<file path="src/rtl/abp_pkg.sv">
// Shared Alternating Bit Protocol definitions: receiver state encoding,
// header bit position, statistics counter width and a saturating increment.
package abp_pkg;

   typedef enum logic [2:0] {
      ABP_ST_IDLE,
      ABP_ST_RECV,
      ABP_ST_DRAIN,
      ABP_ST_CHECK,
      ABP_ST_DELIVER,
      ABP_ST_ACK
   } abp_rx_state_t;

   localparam int ABP_HDR_SEQ_BIT = 0;
   localparam int ABP_STAT_W      = 16;

   function automatic logic [ABP_STAT_W-1:0] abp_sat_inc(input logic [ABP_STAT_W-1:0] v);
      return (&v) ? v : v + 1'b1;
   endfunction

endpackage

</file>
<file path="src/rtl/abp_payload_assembler.sv">
// Byte-indexed payload register file plus frame length counter.
// clear restarts the count at 1 (header beat); wr_en stores a byte and counts it.
module abp_payload_assembler #(
   parameter int PAYLOAD_BYTES = 8,
   parameter int CNT_W         = 7
) (
   input  logic                       aclk,
   input  logic                       aresetn,
   input  logic                       clear,
   input  logic                       wr_en,
   input  logic [CNT_W-1:0]           wr_index,
   input  logic [7:0]                 wr_data,
   output logic [CNT_W-1:0]           count,
   output logic [8*PAYLOAD_BYTES-1:0] payload
);

   logic [CNT_W-1:0] count_reg;

   always_ff @(posedge aclk or negedge aresetn) begin
      if (!aresetn)
         count_reg <= '0;
      else if (clear)
         count_reg <= CNT_W'(1);
      else if (wr_en)
         count_reg <= count_reg + 1'b1;
   end

   assign count = count_reg;

   // Indices at or beyond PAYLOAD_BYTES match no slot, so excess bytes are never stored.
   for (genvar gi = 0; gi < PAYLOAD_BYTES; gi++) begin : g_byte
      logic [7:0] byte_reg;

      always_ff @(posedge aclk or negedge aresetn) begin
         if (!aresetn)
            byte_reg <= '0;
         else if (wr_en && (wr_index == CNT_W'(gi)))
            byte_reg <= wr_data;
      end

      assign payload[8*gi +: 8] = byte_reg;
   end

endmodule

</file>
<file path="src/rtl/abp_packet_receiver.sv">
// Alternating Bit Protocol receiver: frames AXI-Stream bytes, checks the sequence
// bit, delivers new payloads and acknowledges every valid frame. Stats: ABP_RX_STATS_EN.
module abp_packet_receiver
   import abp_pkg::*;
#(
   parameter int PAYLOAD_BYTES = 8,
   parameter int MAX_PKT_BYTES = 64
) (
   input  logic                       aclk,
   input  logic                       aresetn,
   input  logic                       s_axis_tvalid,
   output logic                       s_axis_tready,
   input  logic                       s_axis_tlast,
   input  logic [7:0]                 s_axis_tdata,
   output logic                       m_value_valid,
   input  logic                       m_value_ready,
   output logic [8*PAYLOAD_BYTES-1:0] m_value_data,
   output logic                       ack_valid,
   input  logic                       ack_ready,
   output logic                       ack_bit,
   output logic                       expected_bit,
   output logic                       busy,
   output logic [ABP_STAT_W-1:0]      stat_good,
   output logic [ABP_STAT_W-1:0]      stat_dup,
   output logic [ABP_STAT_W-1:0]      stat_drop
);

   localparam int CNT_W = $clog2(MAX_PKT_BYTES + 1);
   localparam int PW    = 8 * PAYLOAD_BYTES;

   abp_rx_state_t state_reg, state_next;
   logic          ready_en_reg;
   logic          value_valid_reg, value_valid_next;
   logic          ack_valid_reg, ack_valid_next;
   logic          ack_bit_reg, ack_bit_next;
   logic          expected_bit_reg, expected_bit_next;
   logic          hdr_bit_reg, hdr_bit_next;
   logic [PW-1:0] value_data_reg, value_data_next;

   logic             asm_clear, asm_wr_en;
   logic [CNT_W-1:0] asm_count;
   logic [PW-1:0]    asm_payload;
   logic             beat, len_ok, is_new;

   abp_payload_assembler #(
      .PAYLOAD_BYTES(PAYLOAD_BYTES),
      .CNT_W        (CNT_W)
   ) u_assembler (
      .aclk    (aclk),
      .aresetn (aresetn),
      .clear   (asm_clear),
      .wr_en   (asm_wr_en),
      .wr_index(asm_count - 1'b1),
      .wr_data (s_axis_tdata),
      .count   (asm_count),
      .payload (asm_payload)
   );

   // ready_en_reg keeps tready low for the whole reset cycle.
   assign s_axis_tready = ready_en_reg &&
                          (state_reg == ABP_ST_IDLE || state_reg == ABP_ST_RECV ||
                           state_reg == ABP_ST_DRAIN);
   assign beat   = s_axis_tvalid && s_axis_tready;
   assign len_ok = (asm_count == CNT_W'(PAYLOAD_BYTES + 1));
   assign is_new = (hdr_bit_reg == expected_bit_reg);

   always_ff @(posedge aclk or negedge aresetn) begin
      if (!aresetn) begin
         state_reg        <= ABP_ST_IDLE;
         ready_en_reg     <= 1'b0;
         value_valid_reg  <= 1'b0;
         ack_valid_reg    <= 1'b0;
         ack_bit_reg      <= 1'b0;
         expected_bit_reg <= 1'b0;
         hdr_bit_reg      <= 1'b0;
         value_data_reg   <= '0;
      end else begin
         state_reg        <= state_next;
         ready_en_reg     <= 1'b1;
         value_valid_reg  <= value_valid_next;
         ack_valid_reg    <= ack_valid_next;
         ack_bit_reg      <= ack_bit_next;
         expected_bit_reg <= expected_bit_next;
         hdr_bit_reg      <= hdr_bit_next;
         value_data_reg   <= value_data_next;
      end
   end

   always_comb begin
      state_next        = state_reg;
      value_valid_next  = value_valid_reg;
      ack_valid_next    = ack_valid_reg;
      ack_bit_next      = ack_bit_reg;
      expected_bit_next = expected_bit_reg;
      hdr_bit_next      = hdr_bit_reg;
      value_data_next   = value_data_reg;
      asm_clear         = 1'b0;
      asm_wr_en         = 1'b0;
      case (state_reg)
         ABP_ST_IDLE: begin
            if (beat) begin
               hdr_bit_next = s_axis_tdata[ABP_HDR_SEQ_BIT];
               asm_clear    = 1'b1;
               state_next   = s_axis_tlast ? ABP_ST_CHECK : ABP_ST_RECV;
            end
         end
         ABP_ST_RECV: begin
            if (beat) begin
               asm_wr_en = 1'b1;
               if (s_axis_tlast)
                  state_next = ABP_ST_CHECK;
               else if (asm_count == CNT_W'(MAX_PKT_BYTES - 1))
                  state_next = ABP_ST_DRAIN;
            end
         end
         ABP_ST_DRAIN: begin
            if (beat && s_axis_tlast)
               state_next = ABP_ST_IDLE;
         end
         ABP_ST_CHECK: begin
            if (!len_ok) begin
               state_next = ABP_ST_IDLE;
            end else if (is_new) begin
               value_data_next   = asm_payload;
               value_valid_next  = 1'b1;
               ack_valid_next    = 1'b1;
               ack_bit_next      = hdr_bit_reg;
               expected_bit_next = ~expected_bit_reg;
               state_next        = ABP_ST_DELIVER;
            end else begin
               ack_valid_next = 1'b1;
               ack_bit_next   = hdr_bit_reg;
               state_next     = ABP_ST_ACK;
            end
         end
         ABP_ST_DELIVER: begin
            if (m_value_ready)
               value_valid_next = 1'b0;
            if (ack_ready)
               ack_valid_next = 1'b0;
            if (!value_valid_next && !ack_valid_next)
               state_next = ABP_ST_IDLE;
         end
         ABP_ST_ACK: begin
            if (ack_ready) begin
               ack_valid_next = 1'b0;
               state_next     = ABP_ST_IDLE;
            end
         end
         default: state_next = ABP_ST_IDLE;
      endcase
   end

   assign m_value_valid = value_valid_reg;
   assign m_value_data  = value_data_reg;
   assign ack_valid     = ack_valid_reg;
   assign ack_bit       = ack_bit_reg;
   assign expected_bit  = expected_bit_reg;
   assign busy          = (state_reg != ABP_ST_IDLE);

`ifdef ABP_RX_STATS_EN
   logic [ABP_STAT_W-1:0] stat_good_reg, stat_dup_reg, stat_drop_reg;
   logic                  good_inc, dup_inc, drop_inc;

   assign good_inc = (state_reg == ABP_ST_CHECK) && len_ok && is_new;
   assign dup_inc  = (state_reg == ABP_ST_CHECK) && len_ok && !is_new;
   assign drop_inc = ((state_reg == ABP_ST_CHECK) && !len_ok) ||
                     ((state_reg == ABP_ST_DRAIN) && beat && s_axis_tlast);

   always_ff @(posedge aclk or negedge aresetn) begin
      if (!aresetn) begin
         stat_good_reg <= '0;
         stat_dup_reg  <= '0;
         stat_drop_reg <= '0;
      end else begin
         if (good_inc) stat_good_reg <= abp_sat_inc(stat_good_reg);
         if (dup_inc)  stat_dup_reg  <= abp_sat_inc(stat_dup_reg);
         if (drop_inc) stat_drop_reg <= abp_sat_inc(stat_drop_reg);
      end
   end

   assign stat_good = stat_good_reg;
   assign stat_dup  = stat_dup_reg;
   assign stat_drop = stat_drop_reg;
`else
   assign stat_good = '0;
   assign stat_dup  = '0;
   assign stat_drop = '0;
`endif

endmodule
</file>
<file path="config.mk">
export PLATFORM = sky130hd
export DESIGN_NAME = abp_packet_receiver
export DESIGN_NICKNAME = d
export VERILOG_FILES = /design/src/rtl/abp_pkg.sv /design/src/rtl/abp_payload_assembler.sv /design/src/rtl/abp_packet_receiver.sv
export SDC_FILE = /design/constraint.sdc
export NUM_CORES = 1
export LEC_CHECK = 0
export ABC_CLOCK_PERIOD_IN_PS = 2800
export CORE_ASPECT_RATIO = 1.75
export CORE_MARGIN = 8
export CORE_UTILIZATION = 30
export CTS_BUF_LIST = sky130_fd_sc_hd__clkbuf_4 sky130_fd_sc_hd__clkbuf_8
export DETAILED_ROUTE_END_ITERATION = 8
export PLACE_DENSITY = 0.56
export SETUP_SLACK_MARGIN = 0.02
export SLEW_MARGIN = 0
export SYNTH_ARGS = -nofsm -noshare
export SYNTH_HDL_FRONTEND = slang
export SYNTH_SLANG_ARGS = --single-unit
</file>
<file path="constraint.sdc">
create_clock -name aclk -period 2.8 [get_ports aclk]
set_clock_uncertainty 0.05 [all_clocks]
set_input_delay 0.28 -clock aclk [delete_from_list [all_inputs] [get_ports aclk]]
set_output_delay 0.28 -clock aclk [all_outputs]
set_load 0.02 [all_outputs]
</file>
==> summary.txt <==
Outcome -> finished clean
Initial antenna violation count -> 0
Total power -> 4.899 mW
Die area -> 0.02574 mm^2
Nets -> 555
Longest Clk Path Bufs -> 2
Global-route wire length before repair -> 22760 um
CTS Buf Count -> 17
Reg-to-Reg Start -> u_assembler.count[0]
FF-to-FF End -> u_assembler.g_byte[4].byte_reg[3]
Die Wd -> 124.7 um
Max VDD drop -> 255.2 uV
Sequential fraction of the synthesis area -> 0.5804
Reg clk slew, reported paths -> 0.09 ns
Port buffer count -> 83
TritonRoute pass-1 iters -> 4
Drt drc -> 0
Post-CTS sizing -> 0
Slew Limit Fails -> 0
Cts hold-fix bufs -> 1
Main combinational cell family by area after synthesis -> multiplexers
Final wirelength -> 14410 um
Final hold viol count -> 0
Simple-gate share of the synthesized area -> 0.05865
Synthesis-stage register bit count -> 144
Area of the mapped netlist -> 0.006208 mm^2
Data required time of the critical path -> 3.07 ns
Gr ovfl total -> 0
Chip Height -> 206.3 um
R2R depth -> 7
WS Path Type -> reg2reg
Final antenna-violating net count -> 0
Critical Path AT -> 2.76 ns
Dpl cell area -> 0.007177 mm^2
Std cell rows -> 69
CP endpoint kind -> flip-flop
Syn Area/Cell -> 14.08 um^2
Synth Instances -> 441
EDFF count, synth -> 0
Via count -> 3601
Insertion delay to the later sink of the worst-skew pair -> 0.44 ns
Synthesis-to-layout area growth -> 21.64%
Cell chosen for the clock root -> clkbuf_8
Xor/xnor share of the synthesized area -> 0.005643
Compound-Gate Fraction of Synth Area -> 0.02741
Setup TNS -> 0 ns
RSZ-0062 raised after global routing -> no
Async SR Flop Fraction -> 1.000
CTS tree -> done
Io pins -> 132
Placer Congestion -> 0.8137
Vias in the first global route -> 3931
Hold WS -> 0.2508 ns
Largest area contributor in the netlist -> dfrtp_1
Reg2Reg Setup Slack -> 0.31 ns
Unique cell type count in the Yosys netlist -> 43
Core area -> 0.02029 mm^2
Post-Synth Adder-Cell Area -> 0.01209
Top cells by area, synth -> dfrtp_1 (58%), mux2_2 (23%), buf_4 (5.8%)
Largest net degree at the start of global routing -> 111
Layout cells sized above 1 -> 0.3285
Layout Cell Area excl Fill -> 0.007552 mm^2
Mux cell area share after synthesis -> 0.2404
H-tree depth -> 4
Power density cells -> 648.7 mW/mm^2
Vias/cell -> 4.524
Share of the synthesized area in the top cell type -> 0.5804
Synth cell count leaders -> dfrtp_1 (144), mux2_2 (128), buf_4 (48), nand2_1 (15), buf_2 (11)
Final Util -> 0.3722
1st-iter DRT viols -> 119
Leakage -> 3.700 nW
Final period utilization -> 0.8890
Worst Tran Pin Value -> 0.5943 ns
Max Cap Violations -> 0
# diodes -> 0
Crit-path max FO -> 8
Count leader, synth -> dfrtp_1
Min-Delay Path Class -> in2async
Worst relative slew slack -> 0.6021
All-layer global routing usage -> 0.1151
Yosys warns -> 0
Peak Freq -> 401.8 MHz
Initial Util -> 0.3060
Total clock sinks -> 144
Worst setup SP type -> flip-flop
Setup bufs post-CTS -> 0
Wirelength per Cell -> 18.11 um
Tmin final -> 2.489 ns
Detailed placement HPWL -> 10290 um
Endpoints failing setup -> 0
Top FF cell, synth -> dfrtp_1
## worst max-delay path, cell delays in order (launching register included)
cell	delay, ns
dfrtp_1	0.47
inv_1	0.14
ha_1	0.26
o21ai_0	0.16
o21a_1	0.14
o311a_2	0.21
nor4b_4	0.52
mux2_2	0.40
## layout make-up
cell class | instances | area, um^2
multi-input cells | 273 | 2328
fillers | 1965 | 12740
repair buffers | 93 | 922.1
flip-flops and latches | 144 | 3603
clock buffers | 19 | 261.5
clock inverters | 13 | 103.9
inverters | 6 | 22.52
well taps | 248 | 310.3
## cell families after synthesis
family	count (synthesis)
flops	144
compound gates	25
other cells	2
buf+inv	71
xor+xnor	4
fa+ha+maj	6
mux	133
simple gates	56
## worst max-delay path by stage
stage | start | end | slack [ns] | depth (start not counted)
finish | u_assembler.count[0] | u_assembler.g_byte[4].byte_reg[3] | 0.31 | 7
global route | u_assembler.count[0] | u_assembler.g_byte[4].byte_reg[3] | 0.12 | 7
CTS | u_assembler.count[0] | u_assembler.g_byte[4].byte_reg[3] | 0.30 | 7
detailed placement | s_axis_tvalid | u_assembler.g_byte[4].byte_reg[3] | 0.30 | 6
global placement | s_axis_tvalid | u_assembler.g_byte[4].byte_reg[7] | 0.39 | 6
floorplan | u_assembler.count[2] | u_assembler.g_byte[6].byte_reg[0] | 0.60 | 6
## per-stage QoR
step / cells / setup WS, ns
after detailed placement: 763 / 0.2959
after floorplan: 488 / 0.6004
after global placement: 763 / 0.3900
after CTS: 796 / 0.2988
after global routing: 796 / 0.1246
final: 796 / 0.3109
## placed cells by master, fill, tap and decap left out, types with 2 or more instances in the layout
master / netlist / layout
nand2_1: 15 / 15
nand3_1: 5 / 5
or4_1: 2 / 2
ha_1: 6 / 6
clkinv_4: 0 / 6
xnor2_1: 4 / 4
nor2b_1: 2 / 2
nor2_1: 8 / 8
inv_1: 5 / 5
nand4_1: 2 / 2
mux2_2: 128 / 128
clkdlybuf4s50_1: 0 / 82
o21ai_0: 7 / 7
mux2i_1: 4 / 4
nor4b_4: 4 / 4
or3_1: 2 / 2
nor3_1: 5 / 5
clkbuf_8: 0 / 19
a21oi_1: 5 / 5
dfrtp_1: 144 / 144
inv_6: 0 / 3
clkinvlp_4: 0 / 2
clkinv_2: 0 / 2
nor2_2: 3 / 3
conb_1: 2 / 49
buf_4: 48 / 8
and2_1: 2 / 2
## layer usage
metal | part of all wire | wire length (um) | vias up | global-route usage
li1 | - | - | 1635 | -
met1 | 0.37 | 5364 | 1854 | 0.1164
met2 | 0.55 | 7997 | 100 | 0.2119
met3 | 0.057 | 823 | 12 | 0.04082
met4 | 0.016 | 227 | 0 | 0.04410
met5 | 0 | 0 | - | 0
## report_power, final
group	internal (mW)	switching, mW	total (mW)
logic	0.395	0.492	0.887
clock network	0.672	0.824	1.50
registers	2.28	0.233	2.52
No activity file was read; power rests on OpenSTA's default activity.
